**src/rtl/traffic_phase_scheduler.sv**
```systemverilog
// Demand-driven four-approach phase scheduler: round-robin green grants, emergency preempt,
// and tick-timed GREEN -> YELLOW -> ALL_RED sequencing driving the intersection light bus.
module traffic_phase_scheduler #(
  parameter int unsigned GREEN_MIN = 20,
  parameter int unsigned GREEN_MAX = 40,
  parameter int unsigned YELLOW_T  = 5,
  parameter int unsigned ALLRED_T  = 2,
  parameter int unsigned CNT_W     = 7
) (
  input  logic        clk,
  input  logic        rst_n,
  input  logic        tick,
  input  logic [3:0]  req,
  input  logic        emerg_valid,
  input  logic [1:0]  emerg_dir,
  output logic [11:0] light,
  output logic [1:0]  active_dir,
  output logic        phase_done
);

  localparam logic [CNT_W-1:0] GMIN_LAST = CNT_W'(GREEN_MIN - 1);
  localparam logic [CNT_W-1:0] GMAX_LAST = CNT_W'(GREEN_MAX - 1);
  localparam logic [CNT_W-1:0] YEL_LAST  = CNT_W'(YELLOW_T - 1);
  localparam logic [CNT_W-1:0] AR_LAST   = CNT_W'(ALLRED_T - 1);
  localparam logic [11:0]      ALL_RED_LIGHT = 12'h249;

  typedef enum logic [1:0] {
    S_ALLRED = 2'd0,
    S_GREEN  = 2'd1,
    S_YELLOW = 2'd2
  } state_e;

  state_e           state_q, state_d;
  logic [CNT_W-1:0] timer_q, timer_d;
  logic [1:0]       dir_q, dir_d;
  logic [1:0]       rr_q, rr_d;
  logic [3:0]       pending_q, pending_d;
  logic [11:0]      light_q, light_d;
  logic             phase_done_q, phase_done_d;

  logic             grant_ok;
  logic [1:0]       grant_dir;
  logic [1:0]       cand;
  logic             other_pending;
  logic             hold;
  logic             emerg_other;
  logic             green_exit;

  assign light      = light_q;
  assign active_dir = dir_q;
  assign phase_done = phase_done_q;

  // Round-robin search from rr_q; iterating far-to-near lets the nearest set bit win.
  always_comb begin
    grant_ok  = 1'b0;
    grant_dir = 2'd0;
    cand      = 2'd0;
    for (int k = 3; k >= 0; k--) begin
      cand = rr_q + 2'(k);
      if (pending_q[cand]) begin
        grant_ok  = 1'b1;
        grant_dir = cand;
      end
    end
  end

  // The active approach's own demand never ends its green early; only other approaches count.
  always_comb begin
    other_pending = |(pending_q & ~(4'b0001 << dir_q));
    hold          = emerg_valid && (emerg_dir == dir_q);
    emerg_other   = emerg_valid && (emerg_dir != dir_q);
    green_exit    = emerg_other ||
                    (!hold && ((timer_q >= GMIN_LAST && (!req[dir_q] || other_pending)) ||
                               (timer_q == GMAX_LAST)));
  end

  always_comb begin
    state_d      = state_q;
    timer_d      = timer_q;
    dir_d        = dir_q;
    rr_d         = rr_q;
    pending_d    = pending_q | req;
    phase_done_d = 1'b0;

    if (tick) begin
      case (state_q)
        S_ALLRED: begin
          if (timer_q < AR_LAST) begin
            timer_d = timer_q + CNT_W'(1);
          end else if (emerg_valid) begin
            state_d              = S_GREEN;
            timer_d              = '0;
            dir_d                = emerg_dir;
            pending_d[emerg_dir] = req[emerg_dir];
          end else if (grant_ok) begin
            state_d              = S_GREEN;
            timer_d              = '0;
            dir_d                = grant_dir;
            rr_d                 = grant_dir + 2'd1;
            pending_d[grant_dir] = req[grant_dir];
          end
        end
        S_GREEN: begin
          if (green_exit) begin
            state_d = S_YELLOW;
            timer_d = '0;
          end else if (timer_q < GMAX_LAST) begin
            timer_d = timer_q + CNT_W'(1);
          end
        end
        S_YELLOW: begin
          if (timer_q == YEL_LAST) begin
            state_d      = S_ALLRED;
            timer_d      = '0;
            phase_done_d = 1'b1;
          end else begin
            timer_d = timer_q + CNT_W'(1);
          end
        end
        default: begin
          state_d = S_ALLRED;
          timer_d = '0;
        end
      endcase
    end
  end

  // Light bus follows the next state so it changes on the same edge as the FSM.
  always_comb begin
    light_d = ALL_RED_LIGHT;
    for (int i = 0; i < 4; i++) begin
      if (dir_d == 2'(i) && state_d == S_GREEN) begin
        light_d[11-3*i -: 3] = 3'b100;
      end else if (dir_d == 2'(i) && state_d == S_YELLOW) begin
        light_d[11-3*i -: 3] = 3'b010;
      end
    end
  end

  always_ff @(posedge clk or negedge rst_n) begin
    if (!rst_n) begin
      state_q      <= S_ALLRED;
      timer_q      <= '0;
      dir_q        <= 2'd0;
      rr_q         <= 2'd0;
      pending_q    <= 4'b0000;
      light_q      <= ALL_RED_LIGHT;
      phase_done_q <= 1'b0;
    end else begin
      state_q      <= state_d;
      timer_q      <= timer_d;
      dir_q        <= dir_d;
      rr_q         <= rr_d;
      pending_q    <= pending_d;
      light_q      <= light_d;
      phase_done_q <= phase_done_d;
    end
  end

endmodule

```
**config.mk**
```make
export PLATFORM = sky130hd
export DESIGN_NAME = traffic_phase_scheduler
export DESIGN_NICKNAME = d
export VERILOG_FILES = /design/src/rtl/traffic_phase_scheduler.sv
export SDC_FILE = /design/constraint.sdc
export NUM_CORES = 1
export LEC_CHECK = 0
export ABC_AREA = 0
export BUFFER_PORTS_ARGS = -buffer_cell sky130_fd_sc_hd__buf_2
export CORE_MARGIN = 1.5
export CORE_UTILIZATION = 55
export DETAILED_ROUTE_END_ITERATION = 6
export GPL_TIMING_DRIVEN = 0
export PLACE_DENSITY = 0.79
export SYNTH_ARGS = -nofsm -noshare
export SYNTH_HDL_FRONTEND = slang
export SYNTH_SLANG_ARGS = --single-unit
```
**constraint.sdc**
```tcl
create_clock -name clk -period 4.39 [get_ports clk]
set_input_delay 0.6585 -clock clk [delete_from_list [all_inputs] [get_ports clk]]
set_output_delay 0.6585 -clock clk [all_outputs]
set_load 0.01 [all_outputs]
```
==> impl_metrics.csv, run 1 <==
group,metric,value,unit
yosys,yosys-top-cells-area,"dfrtp_1, dfstp_2, ha_1",
yosys,postSynthAreaPerCell,9.79,sq um
sta,skew,8.39,ps
yosys,synth-xor-area-share,0.927,%
yosys,synth-seq-area-share,40.0,%
setup_path,crit_path_start_kind,"flip-flop",
grt,track_usage,22.1,%
routing,drcViolationCount,0,
cells_and_area,fin_area,0.00212,sq mm
yosys,syn_inst,193,
placed_design,portBuffers,24,
setup_path,end_kind,"flip-flop",
cells_and_area,syn2layout_area_growth,12.1,%
sta,drv_slew,0,
floorplanning,placementRows,21,
setup_path,crit_required,4600,ps
yosys,synth_top_area_share,34.4,%
cells_and_area,fill_cells,303,
yosys,syn-cell-area,0.00189,sq mm
clock_network,clockRootBuffer,"clkbuf_4",
sta,rsz0062_at_grt,"no",
routing,drt-initial-drc-count,76,
power_and_ir_drop,finalPower,1.45,mW
sta,fin_ws,2190,ps
setup_path,r2r-end,"pending_q[3]$_DFF_PN0_",
floorplanning,die_w,61.6,microns
setup_path,crit_path_max_incr_delay,510,ps
grt,grt_pass1_wl,6130,microns
routing,ant_nets,0,
clock_network,h-tree-depth,2,
yosys,yosys_warnings,0,
grt,grt-busiest-layer,"met2",
yosys,syn_nets,209,
setup_path,crit_family,"simple AND/OR/NAND/NOR gates",
grt,grt_pass1_vias,1341,
cells_and_area,final_util,64.0,%
clock_network,postCtsSetupBuffers,0,
setup_path,path_buf_inv,1,
routing,viasPerCell,5.83,
floorplanning,dieArea,0.00380,sq mm
outcome,status,"finished clean",
placed_design,dpl.cell_count,263,
power_and_ir_drop,powerDensity,685,mW/mm^2
clock_network,cts_buffer_depth,2,
sta,slew_headroom,57.3,%
grt,grt_max_degree,31,
cells_and_area,stdcell_count,271,
setup_path,worstSetupPathType,"flip-flop to flip-flop",
sta,worst-slew-pin-transition,641,ps
setup_path,crit_slowest_cell,"dfrtp_1",
sta,hold_viol,0,
grt,grt_overflow,0,
yosys,synthSimpleGateAreaFrac,23.5,%
yosys,async_flop_share,100,%
routing,dr.pass1.iters,4,
yosys,synth_adder_area_share,3.97,%
clock_network,clock_sink_count,30,
yosys,synth_compound_area_share,23.1,%
routing,wl_per_cell,13.6,microns
grt,grt_use_met2,33.2,%
job,max_cap_viol_count,0,
sta,setup_viol,0,
cells_and_area,antenna_cells,0,
grt,grt_util_met1,31.0,%
cells_and_area,final_nets,240,
setup_path,r2r_setup_slack,2190,ps
sta,fin_crit,2200,ps
floorplanning,io_pins,25,
clock_network,post_cts_resized,0,
placed_design,dpl.hpwl,2780,microns
clock_network,clk_pin_slew,90,ps
floorplanning,initial_core_util,57.1,%
clock_network,cts_inserted_buffers,5,
power_and_ir_drop,peakVddDrop,0.280,mV
floorplanning,core-area,0.00331,sq mm
yosys,synth_top_flop_cell,"dfrtp_1",
yosys,yosysTopAreaCell,"dfrtp_1",
setup_path,crit_fanout,10,
yosys,synth_edf_count,0,
yosys,ys_ff_latch,30,
clock_network,tritoncts,"built",
sta,fin_crit_sh,50.2,%
setup_path,timing.rr.start,"pending_q[3]$_DFF_PN0_",
grt,antenna_found_initial,0,
clock_network,cts-hold-fix-buffers,0,
yosys,netlist-cell-type-count,55,
grt,globalRouteMet3Util,5.88,%
setup_path,crit_arrival,2410,ps
clock_network,clock_latency,320,ps
cells_and_area,final_layout_size_suffix_gt1_share,25.8,%
placed_design,gp_congestion,0.834,
yosys,synth_top_family_by_area,"simple AND/OR/NAND/NOR gates",
setup_path,crit_top_cell,"o21ai_0",
routing,totalWireLength,3700,microns
yosys,synth_mux_area_share,4.83,%
sta,holdWs,345,ps
routing,vias,1580,
sta,fmax,0.454,GHz
worst_hold_path,hp-class,"input pin to asynchronous set/reset pin",
placed_design,dpl_cell_area,0.00207,sq mm
sta,setup-tns-final,0,ps
setup_path,path_cells,"and3b_1, o21a_1, or3_1, inv_1, ha_1, nand2_1, o21ai_0, nand2_1, o21ai_0, o21ai_0",
setup_path,r2r.worst_path.cells,10,
floorplanning,die_h,61.6,microns
power_and_ir_drop,leakage,0.957,nW
placed_design,dp_slack,2130,ps
-- cells in the mapped netlist (all sizes together) (4+ instances only) --
cell type   n
dfrtp      26
nand3       5
dfstp       4
buf         6
nand2b     10
nor2       20
and3        4
a22o        4
nand2      18
nor3        5
o21ai      10
a21o        4
mux2        4
ha          6
a221o       4
a21oi      11
inv         7
-- per-layer routing --
metal  up-vias  part of all wire [%]
met4         0                   1.3
met2        48                    46
li1        773                     -
met5         -                     0
met3         6                   5.5
met1       753                    47
-- flip-flops by register name, indices dropped and copies added (netlist names) --
signal      flops
pending_q       4
light          12
state_q         2
rr_q            2
active_dir      2
timer_q         7
phase_done      1
-- logic make-up (layout without fill, tap and decap cells) --
family	count (synthesis)	after routing
simple gates	79	79
buf+inv	14	46
xor+xnor	2	2
flops	30	30
compound gates	55	55
fa+ha+maj	6	6
mux	7	7
-- where the power goes --
| part | internal (mW) | total, mW | switching (mW) |
|---|---|---|---|
| sequential | 0.381 | 0.473 | 0.0918 |
| clock | 0.0609 | 0.153 | 0.0925 |
| combinational | 0.353 | 0.826 | 0.473 |
-- final cells by class --
type	instances	area, sq um	area share [%]
clock inverter	2	10.0	0.473
sequential	30	756	35.7
tap	46	57.6	2.72
inverter	7	26.3	1.24
multi-input combinational	149	1060	50.3
buffer	7	42.5	2.01
clock buffer	6	41.3	1.95
timing repair buffer	24	120	5.67
-- how the worst max path moves through the flow --
| stage | slack (ps) | end | cells past startpoint | start |
|---|---|---|---|---|
| floorplan | 2350 | timer_q[3]$_DFFE_PN0P_ | 5 | req[1] |
| global placement | 2130 | timer_q[6]$_DFFE_PN0P_ | 6 | req[1] |
| detailed placement | 2130 | timer_q[3]$_DFFE_PN0P_ | 6 | req[1] |
| CTS | 2170 | pending_q[3]$_DFF_PN0_ | 10 | pending_q[3]$_DFF_PN0_ |
| global route | 1980 | pending_q[3]$_DFF_PN0_ | 10 | pending_q[3]$_DFF_PN0_ |
| finish | 2190 | pending_q[3]$_DFF_PN0_ | 10 | pending_q[3]$_DFF_PN0_ |
-- cells in the final DEF, fill, tap and decap left out, types with 3 or more instances in the layout --
master    instances
buf_2            28
dfrtp_1          26
nor2_1           19
nand2_1          17
a21oi_1          11
nand2b_1         10
o21ai_0           9
inv_1             7
ha_1              6
nand3_1           5
clkbuf_4          5
mux2_2            4
and3_1            4
a221o_1           4
dfstp_2           4
a31oi_1           3
nor3_1            3
a21o_1            3
or3_1             3
(Power assumes the default switching activity.)
==> run 2, diff against run 1 <==
==> constraint.sdc (replaced) <==
create_clock -name clk -period 2.23 [get_ports clk]
set_input_delay 0.3345 -clock clk [delete_from_list [all_inputs] [get_ports clk]]
set_output_delay 0.3345 -clock clk [all_outputs]
set_load 0.01 [all_outputs]
==> impl_metrics.csv, run 2 (synthesis results as in run 1) <==
group,metric,value,unit
outcome,status,"finished clean",
setup_path,r2r-end,"timer_q[0]$_DFFE_PN0P_",
cells_and_area,final_layout_size_suffix_gt1_share,29.2,%
placed_design,portBuffers,24,
grt,grt_max_degree,31,
power_and_ir_drop,powerDensity,1350,mW/mm^2
sta,rsz0062_at_grt,"yes",
clock_network,clock_latency,330,ps
grt,track_usage,22.1,%
setup_path,crit_required,2500,ps
setup_path,crit_arrival,2390,ps
power_and_ir_drop,sw_frac_of_total,45.2,%
clock_network,cts-hold-fix-buffers,0,
power_and_ir_drop,switchingPower,1.32,mW
power_and_ir_drop,combPwrFrac,57.5,%
routing,ant_nets,0,
clock_network,clk_pin_slew,90,ps
setup_path,startpoint,"pending_q[3]$_DFF_PN0_",
setup_path,crit_fanout,9,
grt,grt_pass1_wl,6130,microns
worst_hold_path,hp-class,"input pin to asynchronous set/reset pin",
placed_design,dpl_cell_area,0.00207,sq mm
cells_and_area,largest_register_ff_count,12,
routing,route.top_layer_used,"met4",
routing,wl_per_cell,13.9,microns
clock_network,h-tree-depth,2,
clock_network,cts_inserted_buffers,5,
clock_network,cts_buffer_depth,2,
sta,fmax,0.471,GHz
cells_and_area,layout_common_cells,"buf_2, dfrtp_1, nor2_1, nand2_1, a21oi_1",
routing,totalWireLength,3780,microns
power_and_ir_drop,power.share.clock,10.4,%
cells_and_area,final_nets,241,
placed_design,gp_congestion,0.834,
routing,vias,1573,
setup_path,crit_path_start_kind,"flip-flop",
floorplanning,die_h,61.6,microns
routing,drcViolationCount,0,
floorplanning,dieArea,0.00380,sq mm
setup_path,end_kind,"flip-flop",
power_and_ir_drop,intPower,1.59,mW
cells_and_area,fin_area,0.00215,sq mm
placed_design,dpl.hpwl,2780,microns
sta,fin_crit_sh,95.1,%
sta,holdWs,22.5,ps
setup_path,timing.rr.start,"pending_q[3]$_DFF_PN0_",
setup_path,r2r.worst_path.cells,7,
floorplanning,core-area,0.00331,sq mm
grt,grt_pass1_vias,1341,
sta,setup_viol,0,
routing,wl_met2,1740,microns
cells_and_area,syn2layout_area_growth,13.9,%
sta,worst-slew-pin-transition,643,ps
routing,viasPerCell,5.78,
power_and_ir_drop,leakage,0.960,nW
sta,skew,7.75,ps
routing,drt-met1-wl,1820,microns
grt,antenna_found_initial,0,
grt,grt_overflow,0,
clock_network,clockRootBuffer,"clkbuf_4",
sta,drv_slew,0,
job,max_cap_viol_count,0,
routing,dr.pass1.iters,4,
routing,drt-initial-drc-count,72,
setup_path,critPathCapture,"timer_q[0]$_DFFE_PN0P_",
routing,route.met3.wl,169,microns
sta,fin_crit,2120,ps
floorplanning,initial_core_util,57.1,%
cells_and_area,layout_commonest_cell,"buf_2",
sta,setup-tns-final,0,ps
setup_path,r2r_setup_slack,110,ps
floorplanning,die_w,61.6,microns
setup_path,worstSetupPathType,"flip-flop to flip-flop",
clock_network,clock_sink_count,30,
power_and_ir_drop,p_seq_share,32.1,%
floorplanning,io_pins,25,
power_and_ir_drop,peakVddDrop,0.552,mV
clock_network,tritoncts,"built",
sta,hold_viol,0,
floorplanning,placementRows,21,
cells_and_area,antenna_cells,0,
sta,slew_headroom,57.1,%
## run 2: cell count changes in the layout (fill, tap and decap cells not counted), sizes merged
cell / delta
buf: +1
## run 2: power groups by stage
stage / Clock, mW / Sequential, mW / Combinational, mW
6_report: 0.302 / 0.935 / 1.67
3_3_place_gp: 0 / 0.936 / 1.59
5_1_grt: 0.348 / 0.969 / 1.88
2_1_floorplan: 0 / 0.947 / 1.24
3_5_place_dp: 0 / 0.939 / 1.63
4_1_cts: 0.313 / 0.928 / 1.63
## run 2: worst min-delay path by stage
stage	from	to	slack (ps)	cells after the start
6_report	rst_n	pending_q[2]$_DFF_PN0_	20	1
3_3_place_gp	rst_n	light[2]$_DFF_PN0_	390	1
5_1_grt	rst_n	light[7]$_DFF_PN0_	60	1
3_5_place_dp	rst_n	light[1]$_DFF_PN0_	400	1
2_1_floorplan	rst_n	active_dir[0]$_DFF_PN0_	40	0
4_1_cts	rst_n	light[7]$_DFF_PN0_	40	1
## run 2: timing repair
item,CTS,global route
buffers inserted,0,1
hold endpoints to repair,0,0
gates resized for setup,0,7
setup endpoints to repair,0,10
## run 2: metal layers
metal / vias up / track usage [%]
met3: 5 / 5.88
met4: 0 / 6.99
met2: 41 / 33.2
met1: 752 / 31.0
met5: - / 0
li1: 775 / -
## run 2: cell type report
class                      count  area [sq um]
multi-input combinational    149          1090
sequential                    30           758
clock inverter                 2          10.0
tap                           46          57.6
timing repair buffer          25           128
buffer                         7          42.5
inverter                       7          26.3
fill                         297          1160
clock buffer                   6          41.3
## run 2: worst max-delay path, stage by stage (launching register included)
cell and delay (ps):
dfrtp_2 470, buf_4 150, or3_1 300, o32ai_1 270, o211ai_2 150, a21o_1 270
o21ai_4 260, mux2_2 200
## run 2: per-stage QoR
step	util (%)	setup WS, ps	std cells	power (mW)
finish	65.0	109	272	2.91
global route	65.0	-33.0	272	3.20
CTS	64.0	14.7	271	2.87
detailed placement	62.4	39.4	263	2.56
global placement	62.4	101	263	2.53
floorplan	-	294	193	2.18
